--- src/rtl/demux_1to4_reg_if.sv ---
// ---------------------------------------------------------------------------
// demux_1to4_reg_if
// Bundles the producer handshake and the four consumer lanes of the
// registered 1-to-4 demultiplexer.
//   in_data    : word offered by the producer
//   sel        : target lane for in_data (0..3)
//   in_valid   : producer offers in_data/sel this cycle
//   in_ready   : demux can accept this cycle
//   out_data0-3: lane holding registers
//   out_valid  : bit i set while lane i holds an unconsumed word
//   out_ack    : bit i set when consumer i takes lane i's word
//   xfer_count : accepted transfers, modulo 2^CNT_W
// Modports: master = producer/consumer side, slave = demux side.
// ---------------------------------------------------------------------------
interface demux_1to4_reg_if #(
    parameter int WIDTH = 32,
    parameter int CNT_W = 8
);
    logic [WIDTH-1:0] in_data;
    logic [1:0]       sel;
    logic             in_valid;
    logic             in_ready;
    logic [WIDTH-1:0] out_data0;
    logic [WIDTH-1:0] out_data1;
    logic [WIDTH-1:0] out_data2;
    logic [WIDTH-1:0] out_data3;
    logic [3:0]       out_valid;
    logic [3:0]       out_ack;
    logic [CNT_W-1:0] xfer_count;

    modport master (
        output in_data, sel, in_valid, out_ack,
        input  in_ready, out_data0, out_data1, out_data2, out_data3,
               out_valid, xfer_count
    );

    modport slave (
        input  in_data, sel, in_valid, out_ack,
        output in_ready, out_data0, out_data1, out_data2, out_data3,
               out_valid, xfer_count
    );
endinterface

--- src/rtl/demux_1to4_reg.sv ---
// ---------------------------------------------------------------------------
// demux_1to4_reg
// Registered 1-to-4 demultiplexer. One producer stream is steered by sel
// into one of four holding registers; each lane keeps its word until its
// consumer acknowledges it. The producer is stalled only when the lane it
// addresses is still occupied and not being acknowledged this cycle.
// Ports:
//   clk : rising-edge clock
//   rst : asynchronous, active-low reset
//   bus : demux_1to4_reg_if slave modport (data, handshakes, counter)
// ---------------------------------------------------------------------------
module demux_1to4_reg #(
    parameter int WIDTH = 32,
    parameter int CNT_W = 8
) (
    input  logic                  clk,
    input  logic                  rst,
    demux_1to4_reg_if.slave       bus
);

    typedef enum logic {
        EMPTY = 1'b0,
        FULL  = 1'b1
    } laneState_t;

    laneState_t       r_laneState [4];
    logic [WIDTH-1:0] r_outData   [4];
    logic [CNT_W-1:0] r_xferCount;

    logic             w_inReady;
    logic             w_accept;
    logic [3:0]       w_outValid;

    // Ready looks only at the addressed lane; an ack on that lane frees it
    // in the same cycle so a full lane can be refilled without a bubble.
    always_comb begin
        w_inReady = rst && ((r_laneState[bus.sel] == EMPTY) || bus.out_ack[bus.sel]);
        w_accept  = bus.in_valid && w_inReady;
    end

    always_comb begin
        w_outValid = '0;
        for (int i = 0; i < 4; i++) begin
            w_outValid[i] = (r_laneState[i] == FULL);
        end
    end

    // Per-lane EMPTY/FULL machines plus holding registers. An accept to a
    // lane wins over its ack, so ack+accept keeps the lane FULL with the new
    // word. Data is never cleared by an ack, only overwritten or reset.
    always_ff @(posedge clk or negedge rst) begin
        if (!rst) begin
            for (int i = 0; i < 4; i++) begin
                r_laneState[i] <= EMPTY;
                r_outData[i]   <= '0;
            end
            r_xferCount <= '0;
        end else begin
            for (int i = 0; i < 4; i++) begin
                case (r_laneState[i])
                    EMPTY: begin
                        if (w_accept && (bus.sel == 2'(i))) begin
                            r_laneState[i] <= FULL;
                            r_outData[i]   <= bus.in_data;
                        end
                    end
                    FULL: begin
                        if (w_accept && (bus.sel == 2'(i))) begin
                            r_outData[i] <= bus.in_data;
                        end else if (bus.out_ack[i]) begin
                            r_laneState[i] <= EMPTY;
                        end
                    end
                    default: r_laneState[i] <= EMPTY;
                endcase
            end
            if (w_accept) begin
                r_xferCount <= r_xferCount + CNT_W'(1);
            end
        end
    end

    assign bus.in_ready   = w_inReady;
    assign bus.out_data0  = r_outData[0];
    assign bus.out_data1  = r_outData[1];
    assign bus.out_data2  = r_outData[2];
    assign bus.out_data3  = r_outData[3];
    assign bus.out_valid  = w_outValid;
    assign bus.xfer_count = r_xferCount;

endmodule

--- src/flat_wrapper.sv ---
// flat-port wrapper written by rule: the top's interface ports become plain ports
module demux_1to4_reg_flat 
#(
    parameter int WIDTH = 32,
    parameter int CNT_W = 8
)
  (clk, rst, bus_in_data, bus_sel, bus_in_valid, bus_out_ack, bus_in_ready, bus_out_data0, bus_out_data1, bus_out_data2, bus_out_data3, bus_out_valid, bus_xfer_count);
  demux_1to4_reg_if #(.WIDTH(WIDTH), .CNT_W(CNT_W)) bus_i ();
  input  logic clk;
  input  logic rst;
  input wire logic [$bits(bus_i.in_data)-1:0] bus_in_data;
  input wire logic [$bits(bus_i.sel)-1:0] bus_sel;
  input wire logic [$bits(bus_i.in_valid)-1:0] bus_in_valid;
  input wire logic [$bits(bus_i.out_ack)-1:0] bus_out_ack;
  output wire logic [$bits(bus_i.in_ready)-1:0] bus_in_ready;
  output wire logic [$bits(bus_i.out_data0)-1:0] bus_out_data0;
  output wire logic [$bits(bus_i.out_data1)-1:0] bus_out_data1;
  output wire logic [$bits(bus_i.out_data2)-1:0] bus_out_data2;
  output wire logic [$bits(bus_i.out_data3)-1:0] bus_out_data3;
  output wire logic [$bits(bus_i.out_valid)-1:0] bus_out_valid;
  output wire logic [$bits(bus_i.xfer_count)-1:0] bus_xfer_count;
  assign bus_i.in_data = bus_in_data;
  assign bus_i.sel = bus_sel;
  assign bus_i.in_valid = bus_in_valid;
  assign bus_i.out_ack = bus_out_ack;
  assign bus_in_ready = bus_i.in_ready;
  assign bus_out_data0 = bus_i.out_data0;
  assign bus_out_data1 = bus_i.out_data1;
  assign bus_out_data2 = bus_i.out_data2;
  assign bus_out_data3 = bus_i.out_data3;
  assign bus_out_valid = bus_i.out_valid;
  assign bus_xfer_count = bus_i.xfer_count;
  demux_1to4_reg #(.WIDTH(WIDTH), .CNT_W(CNT_W)) u_core (.clk(clk), .rst(rst), .bus(bus_i));
endmodule
--- config.mk ---
export PLATFORM = sky130hd
export DESIGN_NAME = demux_1to4_reg_flat
export DESIGN_NICKNAME = d
export VERILOG_FILES = /design/src/rtl/demux_1to4_reg_if.sv /design/src/rtl/demux_1to4_reg.sv /design/src/flat_wrapper.sv
export SDC_FILE = /design/constraint.sdc
export NUM_CORES = 1
export LEC_CHECK = 0
export ABC_AREA = 1
export CAP_MARGIN = 20
export CORE_MARGIN = 8
export CORE_UTILIZATION = 50
export DETAILED_ROUTE_END_ITERATION = 8
export GPL_ROUTABILITY_DRIVEN = 0
export PLACE_DENSITY_LB_ADDON = 0.2
export SLEW_MARGIN = 10
export SYNTH_ARGS = -nofsm -noshare
export SYNTH_HDL_FRONTEND = slang
export SYNTH_SLANG_ARGS = --single-unit
--- constraint.sdc ---
create_clock -name clk -period 2 [get_ports clk]
set_input_delay 0.3 -clock clk [delete_from_list [all_inputs] [get_ports clk]]
set_output_delay 0.3 -clock clk [all_outputs]
set_load 0.01 [all_outputs]
; Word level (Yosys, flattened, before mapping)
; Cells that the tools add are included.
[totals]
register_bits = 140
latch_bits = 0
mem_bits_rw = 0
mem_bits_ro = 0
in_bits = 41
out_inout_bits = 141
wordCells = 54
memories = 0
[op_classes]
addsub = 1
multipliers = 0
div = 0
order_cmp = 2
n_eq_ne = 3
shift = 0
mux = 25
bitwise_logic = 6
n_reduce_logical = 8
[ops]
columns = op, n
row1 = 32-bit two-way mux, 4
row2 = 1-bit two-way mux, 15
row3 = "8-bit by 1-bit adder with 8-bit output, second input constant", 1
row4 = 1-bit case mux with 2 select lines, 4
row5 = 1-bit logical AND, 6
row6 = 1-bit inverter, 5
row7 = 1-bit binary-select mux with 2-bit select, 2
row8 = "2-bit equality test, second input constant", 2
row9 = "3-bit >= comparator, second input constant", 1
row10 = "2-bit by 3-bit < comparator with 1-bit output, second input constant", 1
row11 = 2-bit inverter with 3-bit output, 1
row12 = "2-bit by 1-bit equality test with 1-bit output, second input constant", 1
row13 = 2-bit logical NOT, 1
row14 = 1-bit logical OR, 1

; Logic depth before layout (Yosys ltp)
[depth]
depth_word = 11
mapped_depth = 12
depth_no_buf = 10

; Least setup slack after synthesis
; Ideal clock, no wire load.
[synth_timing]
path_kind = input-to-reg
from = input port bus_sel[0]
to = register u_core.r_outData (netlist bit u_core.bus.out_data0[1])
setup_ns = 0.065
arrival_time_ns = 1.371
required_ns = 1.935
setup_slack_ns = 0.564
path_stages = 11
path_cell_list = buf_4 > nor2_4 > nand2_1 > nand2_1 > nor2_2 > nand2_2 > nand3_4 > nor2_4 > buf_6 > nand2_1 > nand2_1
[synth_between]
elab_chain_cells = 9
word_cells_on_any_way = 12
cone_classes = mux (5) / bitwise (2) / reduce/logical (5)
[synth_lines]
columns = item, line
row1 = "start, declared", flat_wrapper.sv:12  ; input wire logic [$bits(bus_i.sel)-1:0] bus_sel;
row2 = 2-bit inverter with 3-bit output (not written as such), demux_1to4_reg.sv:37  ; w_inReady = rst && ((r_laneState[bus.sel] == EMPTY) || bus.out_ack[bus.sel]);
row3 = 1-bit binary-select mux with 2-bit select, demux_1to4_reg.sv:37
row4 = 1-bit two-way mux (not written as such) (2 in a row), demux_1to4_reg.sv:37
row5 = 1-bit inverter, demux_1to4_reg.sv:37
row6 = 1-bit logical OR, demux_1to4_reg.sv:37
row7 = 1-bit logical AND, demux_1to4_reg.sv:37
row8 = 1-bit logical AND, demux_1to4_reg.sv:38  ; w_accept = bus.in_valid && w_inReady;
row9 = 1-bit logical AND (*), "demux_1to4_reg.sv:62, demux_1to4_reg.sv:68"
row10 = "end signal, assigned by index", demux_1to4_reg.sv:64  ; r_outData[i] <= bus.in_data;
row11 = "end signal, assigned by index", demux_1to4_reg.sv:69  ; r_outData[i] <= bus.in_data;
row12 = "end, declared", demux_1to4_reg.sv:27  ; logic [WIDTH-1:0] r_outData [4];
; Every way passes the cells marked *; elsewhere a longest branch is shown, timed or not. The select of a mux whose other input is x is not followed.
; A chain may end at the register's enable or synchronous reset.

; Final worst setup path
[layout_timing]
from = input port bus_sel[0]
to = output port bus_in_ready
[layout_between]
elab_chain_cells = 7
word_cells_on_any_way = 9
cone_classes = mux (5) / bitwise (2) / reduce/logical (2)
[layout_lines]
columns = item, line
row1 = 2-bit inverter with 3-bit output (not written as such), demux_1to4_reg.sv:37
row2 = 1-bit binary-select mux with 2-bit select, demux_1to4_reg.sv:37
row3 = 1-bit two-way mux (not written as such) (2 in a row), demux_1to4_reg.sv:37
row4 = 1-bit inverter, demux_1to4_reg.sv:37
row5 = 1-bit logical OR (*), demux_1to4_reg.sv:37
row6 = 1-bit logical AND (*), demux_1to4_reg.sv:37
row7 = "end, declared", flat_wrapper.sv:15  ; output wire logic [$bits(bus_i.in_ready)-1:0] bus_in_ready;
; Marks and branches as above.

==> flow_summary.json <==
{
  "status": "complete, no violations",
  "io_buffer_count": 181,
  "ir_drop_v": 0.000857,
  "worstPathRequired_ns": 1.70,
  "yosysWarnings": 0,
  "grt_setup_unrepaired": "false",
  "slew_violations": 0,
  "drtAntennaViolNets": 0,
  "post_drt_via_cell_ratio": 5.08,
  "pre_cts_ws_ns": -0.356,
  "coreArea_um2": 10900,
  "hold_viol": 0,
  "slew_headroom": 0.514,
  "die_h_um": 122,
  "fmax_mhz": 523,
  "cpMaxStageDelayCell": "clkdlybuf4s50_1",
  "overflow": 0,
  "post-route-drc-count": 0,
  "drt_iter0_drc": 523,
  "avgSynthCellArea_um2": 8.85,
  "dr.pass1.iters": 5,
  "vias": 5022,
  "dp_hpwl_mm": 11.8,
  "initial_core_util": 0.514,
  "cts_buffers": 17,
  "cts_root_buffer": "clkbuf_8",
  "drive_gt1_frac": 0.0848,
  "clk-insertion-delay-late_ns": 0.52,
  "ys_seq_elements": 140,
  "clock_sinks": 140,
  "synth_cells": 633,
  "area_growth_syn_to_layout_pct": 48.4,
  "cts_setup_buffers": 0,
  "critPathKind": "in -> out",
  "start_kind": "primary input",
  "cp-end-kind": "primary output",
  "clk_pin_slew_ns": 0.06,
  "antenna_found_initial": 0,
  "synth_nets": 675,
  "setup_tns_ns": 0,
  "arrival_ns": 1.61,
  "place_inst": 956,
  "cts_tree": "yes",
  "avgRoutedWirePerCell_um": 17.5,
  "netlist_area_um2": 5600,
  "cp_common_cell": "nand2_1",
  "finalSetupViolCount": 0,
  "track_usage": 0.241,
  "fin_cells": 989,
  "clockBufferDepth": 2,
  "whs_ns": 0.391,
  "synth.yosys.seq_area_share": 0.625,
  "io_pins": 182,
  "yosysTopAreaCellShare": 0.625,
  "grt_pass1_wl_mm": 27.8,
  "worst-path-max-fanout": 3,
  "p_leak_nw": 4.19,
  "hold_depth": 2,
  "routed_wl_mm": 17.3,
  "post-route-period-util": 0.956,
  "grt_max_degree": 141,
  "synth_cell_types": 21,
  "r2r_slack_ns": 0.28,
  "timing.max_cap.violations": 0,
  "tightest_slew_ns": 0.729,
  "synthTopCellsByArea": "dfrtp_1 (63%), nand2_1 (27%), buf_6 (2.4%)",
  "cpPeakStageDelay_ns": 0.46,
  "hold_path.class": "in -> reg",
  "finalNetCount": 878,
  "die_area_um2": 14800,
  "final_design_area_no_fill_um2": 8310,
  "reg2reg_depth": 11,
  "setup_slack_ns": 0.0875,
  "skew_ns": 0.00597,
  "num_rows": 38,
  "fin_crit_ns": 1.91,
  "path_cells": "clkdlybuf4s50_1, buf_4, nor2_4, nand2_1, nand2_1, nor2_2, a21boi_2, clkdlybuf4s15_2",
  "yosysTopAreaCell": "dfrtp_1",
  "diodes": 0,
  "grt_pass1_vias": 5295,
  "utilization": 0.763,
  "power_density_nw_per_um2": 1180,
  "finalPower_mw": 9.84,
  "dieWidth_um": 122,
  "htree_levels": 4,
  "placement.cell_area_um2": 7680
}
==> path summary, 6_finish.rpt <==
path	startpoint	endpoint
min in group asynchronous	rst	u_core.bus.xfer_count[5]
max reg2reg	u_core.bus.out_valid[2]	u_core.bus.out_data0[17]
max	bus_sel[0]	bus_in_ready
min	bus_out_ack[2]	u_core.bus.out_valid[2]
min reg2reg	u_core.bus.out_data1[28]	u_core.bus.out_data1[28]
max in group asynchronous	rst	u_core.bus.out_data2[17]
==> per-layer routing <==
layer | vias up | global-route usage | wire length [µm]
li1 | 2329 | - | -
met1 | 2432 | 0.271 | 6610
met2 | 225 | 0.399 | 8570
met3 | 36 | 0.0935 | 1680
met4 | 0 | 0.109 | 448
met5 | - | 0 | 0
==> final cells by class <==
cell class,instances,area (µm²)
clock inverters,14,195
flip-flops and latches,140,3500
inverters,17,63.8
repair buffers,210,2120
multi-input cells,450,1830
fillers,735,2580
clock buffers,18,418
well taps,140,175
==> worst max-delay path, delay by kind of cell <==
kind / cells / cell delay [ns]
buffers and inverters: 3 / 0.88
and+or+nand+nor: 4 / 0.30
AOI/OAI and AO/OA: 1 / 0.13
==> placed cells by master (no fill, tap or decap), drive strengths merged <==
cell type	n
inv	18
dlymetal6s2s	1
clkdlybuf4s50	178
nand4	4
a21boi	1
xnor2	3
dfrtp	140
bufinv	4
clkdlybuf4s15	1
nand3b	1
clkinvlp	1
o21ai	10
buf	29
clkbuf	18
dlygate4sd3	1
xor2	3
nand2	410
nor2	8
ha	1
nand3	7
nor3	2
clkinv	8
==> Yosys cell counts (all sizes together) <==
cell,n
nand3b,1
ha,1
buf,26
xor2,3
nor2,8
inv,17
a21boi,1
nand3,7
o21ai,10
nor3,2
dfrtp,140
nand4,4
xnor2,3
nand2,410
==> cells by family after synthesis <==
family | after synthesis | share of synthesized area
buf+inv | 43 | 0.0485
simple gates | 432 | 0.304
flops | 140 | 0.625
xor+xnor | 6 | 0.00938
fa+ha+maj | 1 | 0.00223
compound gates | 11 | 0.0103
==> power breakdown <==
group | internal (mW) | leakage (nW) | switching (mW)
Sequential | 3.47 | 1.77 | 0.427
Combinational | 1.49 | 2.12 | 1.23
Clock | 2.03 | 0.299 | 1.20
Total | 6.98 | 4.19 | 2.86
==> timing repair <==
action | CTS | global route
endpoints found under the hold margin | 132 | 0
hold buffers | 1 | 0
setup endpoints to repair | 1 | 1
resized for setup | 5 | 2
==> sequential cells by signal, indices dropped and copies added, names as in the netlist <==
name	flops
u_core.bus.out_valid	4
u_core.bus.out_data1	32
u_core.bus.out_data2	32
u_core.bus.out_data3	32
u_core.bus.xfer_count	8
u_core.bus.out_data0	32
(Power assumes the default switching activity.)
